<file path="config.mk">
export PLATFORM = sky130hd
export DESIGN_NAME = mux_rr_scheduler
export DESIGN_NICKNAME = d
export VERILOG_FILES = /design/src/rtl/mux_rr_scheduler.sv
export SDC_FILE = /design/constraint.sdc
export NUM_CORES = 1
export LEC_CHECK = 0
export ABC_AREA = 1
export BUFFER_PORTS_ARGS = -buffer_cell sky130_fd_sc_hd__buf_2
export CAP_MARGIN = 20
export CORE_MARGIN = 4
export CORE_UTILIZATION = 30
export DETAILED_ROUTE_END_ITERATION = 7
export GPL_ROUTABILITY_DRIVEN = 0
export SKIP_CTS_REPAIR_TIMING = 1
export SLEW_MARGIN = 40
export SYNTH_ARGS = -nofsm -noshare
export SYNTH_HDL_FRONTEND = slang
export SYNTH_SLANG_ARGS = --single-unit
</file>
<file path="constraint.sdc">
create_clock -name clk -period 3 [get_ports clk]
set_input_delay 0.6 -clock clk [delete_from_list [all_inputs] [get_ports clk]]
set_output_delay 0.6 -clock clk [all_outputs]
set_load 0.01 [all_outputs]
</file>
<file path="src/rtl/mux_rr_scheduler.sv">
// Round-robin scheduler sharing one 4:1 mux among four requesters; the selected
// word is registered and handed downstream with valid/ready, then acknowledged.

module mux4x1 #(
    parameter int WIDTH = 32
) (
    input  logic [WIDTH-1:0] f0,
    input  logic [WIDTH-1:0] f1,
    input  logic [WIDTH-1:0] f2,
    input  logic [WIDTH-1:0] f3,
    input  logic [1:0]       s,
    output logic [WIDTH-1:0] y
);
    always_comb begin
        unique case (s)
            2'd0:    y = f0;
            2'd1:    y = f1;
            2'd2:    y = f2;
            default: y = f3;
        endcase
    end
endmodule

module mux_rr_scheduler #(
    parameter int WIDTH = 32
) (
    input  logic             clk,
    input  logic             rst_n,
    input  logic [3:0]       req,
    input  logic [WIDTH-1:0] data0,
    input  logic [WIDTH-1:0] data1,
    input  logic [WIDTH-1:0] data2,
    input  logic [WIDTH-1:0] data3,
    input  logic             out_ready,
    output logic [1:0]       sel,
    output logic             out_valid,
    output logic [WIDTH-1:0] out_data,
    output logic [3:0]       ack,
    output logic             busy
);
    typedef enum logic {IDLE, SEND} state_t;

    state_t           state_q, state_d;
    logic [1:0]       ptr_q, ptr_d;
    logic [1:0]       sel_q, sel_d;
    logic             out_valid_q, out_valid_d;
    logic [WIDTH-1:0] out_data_q, out_data_d;
    logic [1:0]       winner;
    logic             found;
    logic [1:0]       sel_nxt;
    logic [WIDTH-1:0] mux_y;

    // Search starts at ptr; the 2-bit add wraps 3 back to 0.
    always_comb begin
        winner = ptr_q;
        found  = 1'b0;
        for (int k = 0; k < 4; k++) begin
            if (!found && req[ptr_q + 2'(k)]) begin
                winner = ptr_q + 2'(k);
                found  = 1'b1;
            end
        end
    end

    assign sel_nxt = (state_q == IDLE) ? winner : sel_q;

    mux4x1 #(.WIDTH(WIDTH)) u_mux (
        .f0 (data0),
        .f1 (data1),
        .f2 (data2),
        .f3 (data3),
        .s  (sel_nxt),
        .y  (mux_y)
    );

    always_comb begin
        state_d     = state_q;
        ptr_d       = ptr_q;
        sel_d       = sel_q;
        out_valid_d = out_valid_q;
        out_data_d  = out_data_q;
        unique case (state_q)
            IDLE: begin
                if (found) begin
                    sel_d       = winner;
                    out_data_d  = mux_y;
                    out_valid_d = 1'b1;
                    state_d     = SEND;
                end
            end
            SEND: begin
                if (out_ready) begin
                    ptr_d       = sel_q + 2'd1;
                    out_valid_d = 1'b0;
                    state_d     = IDLE;
                end
            end
            default: state_d = IDLE;
        endcase
    end

    always_ff @(posedge clk) begin
        if (!rst_n) begin
            state_q     <= IDLE;
            ptr_q       <= '0;
            sel_q       <= '0;
            out_valid_q <= 1'b0;
            out_data_q  <= '0;
        end else begin
            state_q     <= state_d;
            ptr_q       <= ptr_d;
            sel_q       <= sel_d;
            out_valid_q <= out_valid_d;
            out_data_q  <= out_data_d;
        end
    end

    // The only ack path: the word is transferred when valid meets ready.
    assign ack       = (out_valid_q && out_ready) ? (4'b0001 << sel_q) : 4'b0000;
    assign sel       = sel_q;
    assign out_valid = out_valid_q;
    assign out_data  = out_data_q;
    assign busy      = (state_q == SEND);
endmodule

</file>
==> results of run 1 <==
==> final cells by class <==
| cell class | instances | share of cell area (%) |
|---|---|---|
| multi-input cells | 372 | 44.05 |
| flip-flops and latches | 38 | 18.64 |
| repair buffers | 186 | 24.16 |
| clock inverters | 1 | 0.7357 |
| clock buffers | 6 | 2.023 |
| well taps | 133 | 4.077 |
| inverters | 68 | 6.315 |
==> cell usage in the layout, fill, tap and decap left out, drive strengths merged <==
cell type	count
ha	4
inv	68
clkbuf	6
buf	186
nand4	1
dfxtp	38
nand3	108
nor2	9
nand3b	2
a211oi	1
o211ai	1
o22ai	1
bufinv	1
o21ai	50
a21oi	33
nand2	162
==> sequential cells by signal, indices dropped and copies added, names as in the netlist <==
name and count:
ptr_q 2, sel 2, out_data 32, busy 1
out_valid 1
==> layer usage <==
metal,vias to the layer above,GRT usage (%),share of wire (%)
li1,1962,-,-
met2,133,29.52,49
met1,1669,21.42,42
met4,0,3.336,0.91
met3,8,3.848,8.3
met5,-,0,0
==> final timing paths <==
path,to,slack [ns],cells past startpoint
worst min-delay path,out_data[8],0.46,2
worst max register to register,out_data[23],0.45,14
worst min register to register,out_data[8],0.46,2
worst max-delay path,out_data[23],0.45,14
==> power by group <==
| part | switching, uW | internal [uW] | total [uW] |
|---|---|---|---|
| clock | 186 | 266 | 452 |
| combinational | 914 | 552 | 1470 |
| sequential | 75.0 | 628 | 703 |
==> critical path, stage by stage, from the launching register on <==
cell,delay [ns]
dfxtp_1,0.55
inv_4,0.11
nand2_1,0.08
nand2_1,0.11
o21ai_2,0.28
nand4_4,0.15
nand2_1,0.10
nand2_1,0.05
nand3_1,0.12
nand2_1,0.25
buf_12,0.26
o21ai_0,0.08
nand3_1,0.11
nand2_1,0.09
a21oi_1,0.06
==> cells in the mapped netlist <==
cell type	count	area, um2
o21ai_1	14	70.07
o22ai_1	1	6.260
buf_2	10	50.05
o21ai_2	6	52.55
inv_1	59	221.5
nand2_2	3	18.77
nand2_1	157	589.3
a21oi_1	27	135.1
nand2_4	2	22.52
nand3b_1	2	15.01
dfxtp_1	38	760.7
nand3_1	105	525.5
nand3_2	3	30.03
inv_4	1	6.260
buf_6	13	146.4
nor2_4	1	11.26
o21ai_0	30	150.1
clkbuf_2	1	5.000
clkbuf_1	8	30.03
inv_2	8	30.03
o211ai_1	1	7.510
buf_4	3	22.52
ha_1	4	50.05
a21oi_2	6	52.55
a211oi_1	1	7.510
nor2_1	8	30.03
nand4_4	1	21.27
==> per-stage QoR <==
stage               hold WS, ns  cells  util (%)  setup slack, ns  total power, uW
floorplan                0.4894    513         -           0.9347             1796
global placement         0.4496    797     40.23           0.4857             2168
detailed placement       0.4539    797     40.23           0.4128             2193
CTS                      0.4653    804     41.37           0.4364             2655
global route             0.4742    804     41.37           0.1293             2882
finish                   0.4645    804     41.37           0.4491             2621
==> logic make-up (layout without fill, tap and decap cells) <==
kind of cell    Yosys count  in the layout
compound gates           86             86
simple gates            282            282
flops                    38             38
buf+inv                 103            261
fa+ha+maj                 4              4
==> flow_metrics.env, run 1 <==
export IMPL_synth_area_um2=3068
export IMPL_place_hpwl_mm=8.360
export IMPL_synth_compound_area_share_pct=15.70
export IMPL_antenna_found_initial=0
export IMPL_antenna_cells=0
export IMPL_drc=0
export IMPL_die_y_um=109.1
export IMPL_vdd_drop_max_mv=0.2293
export IMPL_skew_ns=0.009520
export IMPL_syn_inst=513
export IMPL_core_um2=9864
export IMPL_place_area_um2=3969
export IMPL_h_tree_depth=2
export IMPL_worstHoldPathType="register to register"
export IMPL_synth_distinct_cells=27
export IMPL_rsz0062_at_grt="no"
export IMPL_grt_overflow_total=0
export IMPL_worstMarginPinSlew_ns=0.6845
export IMPL_synth_xor_area_share_pct=0
export IMPL_numCtsBuffers=5
export IMPL_io_pins=175
export IMPL_ys_warn_count=0
export IMPL_cp_startpoint="ptr_q[1]"
export IMPL_criticalPathCategory="register to register"
export IMPL_max_clock_path_buffers=2
export IMPL_grt_start_max_net_pins=47
export IMPL_clock_latency_ns=0.29
export IMPL_r2r_start="ptr_q[1]"
export IMPL_final_period_utilization_pct=85.03
export IMPL_fillers=1063
export IMPL_initial_core_util_pct=31.10
export IMPL_ant_nets=0
export IMPL_required_ns=3.15
export IMPL_critPathCaptureType="register"
export IMPL_startpoint_type="register"
export IMPL_grt_pass1_wl_mm=16.24
export IMPL_drive_gt1_share_pct=33.53
export IMPL_wl_mm=10.83
export IMPL_via_count=3772
export IMPL_synthesis_nets=652
export IMPL_synth_seq_cells=38
export IMPL_cts_root_buf="clkbuf_8"
export IMPL_portBuffers=174
export IMPL_multi_input_area_um2=1798
export IMPL_post_route_cell_area_um2=4081
export IMPL_ys_seq_area_share_pct=24.80
export IMPL_synth_avg_cell_area_um2=5.980
export IMPL_rows=36
export IMPL_status="complete, no violations"
export IMPL_first_iter_violations=257
export IMPL_fmax_ghz=0.3920
export IMPL_synthAdderAreaFrac_pct=1.631
export IMPL_finalNetCount=810
export IMPL_setup_violations=0
export IMPL_slew_violations=0
export IMPL_worstPathMaxFanout=23
export IMPL_p_per_area_nw_per_um2=642.2
export IMPL_tns_ns=0
export IMPL_cp_arrival_ns=2.70
export IMPL_worstHoldStart="out_data[8]"
export IMPL_max_slew_margin_pct=54.32
export IMPL_drtPass1Iterations=4
export IMPL_grt_usage_pct=16.96
export IMPL_hold_viol=0
export IMPL_wl_per_cell_um=13.46
export IMPL_synth_top_family_by_area="simple AND/OR/NAND/NOR gates"
export IMPL_clk_pin_slew_ns=0.08
export IMPL_cts_tree="yes"
export IMPL_dieWidth_um=109.1
export IMPL_p_leak_uw=0.002239
export IMPL_synthMuxAreaShare_pct=0
export IMPL_drv_cap=0
export IMPL_seq_area_um2=760.7
export IMPL_die_area_um2=11910
export IMPL_cts_sinks=38
export IMPL_area_delta_synth_final_pct=33.03
export IMPL_routed_via_density=4.692
export IMPL_synthSimpleGateAreaFrac_pct=41.19
export IMPL_grt_pass1_vias=3472
export IMPL_fin_crit_ns=2.551
Note: power is estimated with default switching activity, not from simulation.
==> inputs of run 2 (changes only) <==
--- a/config.mk
+++ b/config.mk
@@ -8,10 +8,14 @@
 export ABC_AREA = 1
 export BUFFER_PORTS_ARGS = -buffer_cell sky130_fd_sc_hd__buf_2
 export CAP_MARGIN = 20
+export CELL_PAD_IN_SITES_DETAIL_PLACEMENT = 0
+export CELL_PAD_IN_SITES_GLOBAL_PLACEMENT = 2
 export CORE_MARGIN = 4
-export CORE_UTILIZATION = 30
+export CORE_UTILIZATION = 23
+export CTS_CLUSTER_DIAMETER = 200
 export DETAILED_ROUTE_END_ITERATION = 7
 export GPL_ROUTABILITY_DRIVEN = 0
+export PLACE_DENSITY_LB_ADDON = 0.1
 export SKIP_CTS_REPAIR_TIMING = 1
 export SLEW_MARGIN = 40
 export SYNTH_ARGS = -nofsm -noshare
==> run 2 against run 1 <==
Compared with the run above: first-iteration DRC count shrank 38%; final cell count grew 5.0%; core utilization shrank 8.8 points; clock skew shrank 0.00055 ns.
==> flow_metrics.env, run 2 (same netlist as run 1, synthesis figures left out) <==
export IMPL_via_count=3670
export IMPL_largest_register_ffs=32
export IMPL_h_tree_depth=2
export IMPL_tns_ns=0
export IMPL_initial_core_util_pct=23.92
export IMPL_cp_common_cell="nand2_1"
export IMPL_routed_via_density=4.348
export IMPL_antenna_found_initial=4
export IMPL_grt_start_max_net_pins=49
export IMPL_rsz0062_at_grt="no"
export IMPL_slowest_delay_ns=0.56
export IMPL_ant_nets=0
export IMPL_setup_violations=0
export IMPL_worstHoldPathType="register to register"
export IMPL_die_y_um=123.5
export IMPL_wl_mm=12.24
export IMPL_die_area_um2=15250
export IMPL_portBuffers=174
export IMPL_grt_pass1_vias=3633
export IMPL_drive_gt1_share_pct=33.23
export IMPL_mostFrequentLayoutCell="buf_2"
export IMPL_io_pins=175
export IMPL_place_hpwl_mm=9.366
export IMPL_rows=41
export IMPL_cp_top_family="simple AND/OR/NAND/NOR gates"
export IMPL_critPathCaptureType="register"
export IMPL_cp_arrival_ns=2.80
export IMPL_fmax_ghz=0.3888
export IMPL_drv_cap=0
export IMPL_drc=0
export IMPL_numCtsBuffers=5
export IMPL_fin_crit_ns=2.572
export IMPL_max_clock_path_buffers=2
export IMPL_final_util_pct=32.54
export IMPL_critical_path_slowest_cell="dfxtp_1"
export IMPL_worstMarginPinSlew_ns=0.7007
export IMPL_cts_sinks=38
export IMPL_startpoint_type="register"
export IMPL_wl_per_cell_um=14.50
export IMPL_grt_overflow_total=0
export IMPL_worstPathMaxFanout=30
export IMPL_first_iter_violations=160
export IMPL_max_slew_margin_pct=53.24
export IMPL_cts_tree="yes"
export IMPL_criticalPathCategory="register to register"
export IMPL_vdd_drop_max_mv=0.2359
export IMPL_final_period_utilization_pct=85.74
export IMPL_clk_pin_slew_ns=0.06
export IMPL_core_um2=12820
export IMPL_hold_viol=0
export IMPL_critical_path_buf_inv_count=3
export IMPL_cts_root_buf="clkbuf_16"
export IMPL_layout_common_cells="174 x buf_2, 156 x nand2_1, 105 x nand3_1"
export IMPL_grt_pass1_wl_mm=18.57
export IMPL_area_delta_synth_final_pct=36.01
export IMPL_cp_cell_sequence="inv_4 > nand2_1 > nand2_1 > o21ai_2 > nand4_4 > nand2_2 > nand2_2 > nand2_4 > buf_4 > nand2_1 > nand2_1 > inv_1 > nand3_1 > nand2_1 > a21oi_1"
export IMPL_power_uw=2705
export IMPL_drtPass1Iterations=6
export IMPL_p_per_area_nw_per_um2=648.3
export IMPL_p_leak_uw=0.002254
export IMPL_finalNetCount=810
export IMPL_grt_usage_pct=15.84
export IMPL_required_ns=3.22
export IMPL_fin_hold_ws_ns=0.4600
export IMPL_slew_violations=0
export IMPL_skew_ns=0.008968
export IMPL_dieWidth_um=123.5
export IMPL_clock_latency_ns=0.29
export IMPL_status="complete, no violations"
==> run 2: changes by cell type in the layout (fill, tap and decap cells not counted) <==
cell / previous run / this run
clkbuf_8: 6 / 0
clkbuf_16: 0 / 5
clkbuf_1: 0 / 2
buf_12: 2 / 3
buf_4: 10 / 9
bufinv_16: 1 / 0
diode_2: 0 / 1
o21ai_2: 6 / 5
o21ai_4: 0 / 1
==> run 2: routing by layer <==
layer / GRT usage [%] / vias to the layer above / part of all wire (%)
met5: 0 / - / 0.19
met4: 5.121 / 6 / 1.4
met3: 5.261 / 16 / 7.8
met2: 26.78 / 104 / 48
met1: 18.91 / 1580 / 43
li1: - / 1964 / -
==> run 2: metrics by stage <==
step           worst slack (ns)  cells  area (um2)
3_3_place_gp             0.4262    836        4038
4_1_cts                  0.3884    843        4170
2_1_floorplan            0.9347    513        3068
3_5_place_dp             0.4183    836        4038
6_report                 0.4277    844        4173
5_1_grt                  0.1063    844        4173
==> run 2: area by class of cell <==
class                           count  area (um2)
Multi-Input combinational cell    372        1805
Clock buffer                        7       132.6
Sequential cell                    38       760.7
Antenna cell                        1       2.502
Timing Repair Buffer              186       998.5
Inverter                           68       257.7
Fill cell                        1488        8652
Tap cell                          172       215.2
==> run 2: worst reg2reg max path, cell delays in order (launching register included) <==
cell and delay (ns):
dfxtp_1 0.56, inv_4 0.11, nand2_1 0.07, nand2_1 0.11, o21ai_2 0.30, nand4_4 0.16, nand2_2 0.12, nand2_2 0.07
nand2_4 0.21, buf_4 0.36, nand2_1 0.09, nand2_1 0.07, inv_1 0.04, nand3_1 0.08, nand2_1 0.05, a21oi_1 0.11
==> run 2: final timing paths <==
path	startpoint	endpoint	slack (ns)	cells past startpoint
setup / recovery	ptr_q[1]	out_data[16]	0.43	15
hold / removal	out_data[22]	out_data[22]	0.46	2
setup reg to reg	ptr_q[1]	out_data[16]	0.43	15
hold reg to reg	out_data[22]	out_data[22]	0.46	2
==> run 2: report_power, final <==
group          leakage, uW  total (uW)  switching [uW]  internal [uW]
clock network    0.0000640         514             210            304
registers         0.000313         702            72.2            629
logic              0.00188        1490             936            554
==> inputs of run 3 (changes only) <==
--- a/config.mk
+++ b/config.mk
@@ -16,6 +16,7 @@
 export DETAILED_ROUTE_END_ITERATION = 7
 export GPL_ROUTABILITY_DRIVEN = 0
 export PLACE_DENSITY_LB_ADDON = 0.1
+export RECOVER_POWER = 100
 export SKIP_CTS_REPAIR_TIMING = 1
 export SLEW_MARGIN = 40
 export SYNTH_ARGS = -nofsm -noshare
==> run 3 against run 2 <==
Compared with the run above: wire length down 0.13%; via count up 0.22%; core utilization down 0.63 points; global-route usage unchanged; sequential cell count unchanged.
==> flow_metrics.env, run 3 (same netlist as run 1, synthesis figures left out) <==
export IMPL_setup_violations=0
export IMPL_skew_ns=0.009782
export IMPL_initial_core_util_pct=23.92
export IMPL_worstPathMaxFanout=20
export IMPL_clk_pin_slew_ns=0.06
export IMPL_grtUsageMet3_pct=5.261
export IMPL_drv_cap=0
export IMPL_ff2ff_setup_slack_ns=0.40
export IMPL_grt_usage_pct=15.84
export IMPL_fillers=1515
export IMPL_drtPass1Iterations=6
export IMPL_fmax_ghz=0.3846
export IMPL_via_count=3678
export IMPL_grt_busiest_layer="met2"
export IMPL_finalNetCount=810
export IMPL_largest_register_ffs=32
export IMPL_vdd_drop_max_mv=0.2310
export IMPL_cp_cell_sequence="inv_4 > nand2_1 > nand2_1 > o21ai_2 > nand4_4 > nand2_2 > nand2_2 > nand2_4 > nand3_2 > clkbuf_2 > o21ai_0 > inv_2 > nand2_1 > a21oi_1"
export IMPL_grt_start_max_net_pins=49
export IMPL_final_period_utilization_pct=86.66
export IMPL_max_clock_path_buffers=2
export IMPL_use_met1_pct=18.91
export IMPL_dieWidth_um=123.5
export IMPL_wl_per_cell_um=14.49
export IMPL_grt_overflow_total=0
export IMPL_grt_pass1_wl_mm=18.57
export IMPL_power_uw=2655
export IMPL_routed_via_density=4.358
export IMPL_drc=0
export IMPL_hold_viol=0
export IMPL_rsz0062_at_grt="no"
export IMPL_area_delta_synth_final_pct=33.36
export IMPL_worstHoldPathType="register to register"
export IMPL_die_y_um=123.5
export IMPL_p_leak_uw=0.002092
export IMPL_h_tree_depth=2
export IMPL_drive_gt1_share_pct=26.23
export IMPL_wl_mm=12.23
export IMPL_worstMarginPinSlew_ns=0.8191
export IMPL_use_met2_pct=26.78
export IMPL_required_ns=3.15
export IMPL_clock_latency_ns=0.29
export IMPL_cts_sinks=38
export IMPL_fin_crit_ns=2.600
export IMPL_critical_path_slowest_cell="dfxtp_1"
export IMPL_core_um2=12820
export IMPL_die_area_um2=15250
export IMPL_cts_tree="yes"
export IMPL_layout_common_cells="156 x nand2_1, 134 x buf_2, 105 x nand3_1"
export IMPL_hold_depth=2
export IMPL_portBuffers=174
export IMPL_ant_nets=0
export IMPL_tns_ns=0
export IMPL_antenna_found_initial=4
export IMPL_io_pins=175
export IMPL_criticalPathCategory="register to register"
export IMPL_numCtsBuffers=5
export IMPL_cp_common_cell="nand2_1"
export IMPL_cts_root_buf="clkbuf_16"
export IMPL_cp_arrival_ns=2.75
export IMPL_status="complete, no violations"
export IMPL_grt_pass1_vias=3633
export IMPL_rows=41
export IMPL_critPathCaptureType="register"
export IMPL_place_hpwl_mm=9.366
export IMPL_slowest_delay_ns=0.56
export IMPL_startpoint_type="register"
export IMPL_max_slew_margin_pct=45.39
export IMPL_p_per_area_nw_per_um2=648.9
export IMPL_mostFrequentLayoutCell="nand2_1"
export IMPL_first_iter_violations=160
export IMPL_rr_worst_depth=14
export IMPL_slew_violations=0
==> run 3: metrics by stage <==
| step | utilization, % | hold slack, ns | worst slack [ns] | instances | instance area (um2) |
|---|---|---|---|---|---|
| 2_1_floorplan | - | 0.4894 | 0.9347 | 513 | 3068 |
| 3_3_place_gp | 31.48 | 0.4486 | 0.4262 | 836 | 4038 |
| 3_5_place_dp | 31.48 | 0.4524 | 0.4183 | 836 | 4038 |
| 4_1_cts | 32.52 | 0.4614 | 0.3884 | 843 | 4170 |
| 5_1_grt | 31.90 | 0.4863 | 0.06712 | 844 | 4091 |
| 6_report | 31.90 | 0.4628 | 0.4001 | 844 | 4091 |
==> run 3: critical path: cells and delay by family, from the launching register on <==
family	cells	cell delay (ns)
AO/OA/AOI/OAI	3	0.60
AND/OR/NAND/NOR	8	0.89
flip-flops	1	0.56
buffers and inverters	3	0.38
==> run 3: final cells by class <==
type                       instances  area, um2  area share [%]
antenna                            1      2.502         0.06116
tap                              172      215.2           5.260
timing repair buffer             186      943.4           23.06
sequential                        38      760.7           18.59
clock buffer                       7      132.6           3.242
multi-input combinational        372       1779           43.49
inverter                          68      257.7           6.300
==> run 3: final timing paths <==
check                    start           end
setup / recovery      ptr_q[1]   out_data[5]
hold / removal    out_data[22]  out_data[22]
setup reg to reg      ptr_q[1]   out_data[5]
hold reg to reg   out_data[22]  out_data[22]
==> run 3: routing by layer <==
layer	vias up	wire length, um	share of wire (%)
li1	1963	-	-
met4	6	180	1.5
met3	16	996	8.1
met1	1584	5107	42
met5	-	30	0.25
met2	109	5911	48
==> run 3: where the power goes <==
group | internal [uW] | switching [uW]
Combinational | 510 | 925
Sequential | 630 | 75.3
Clock | 304 | 210
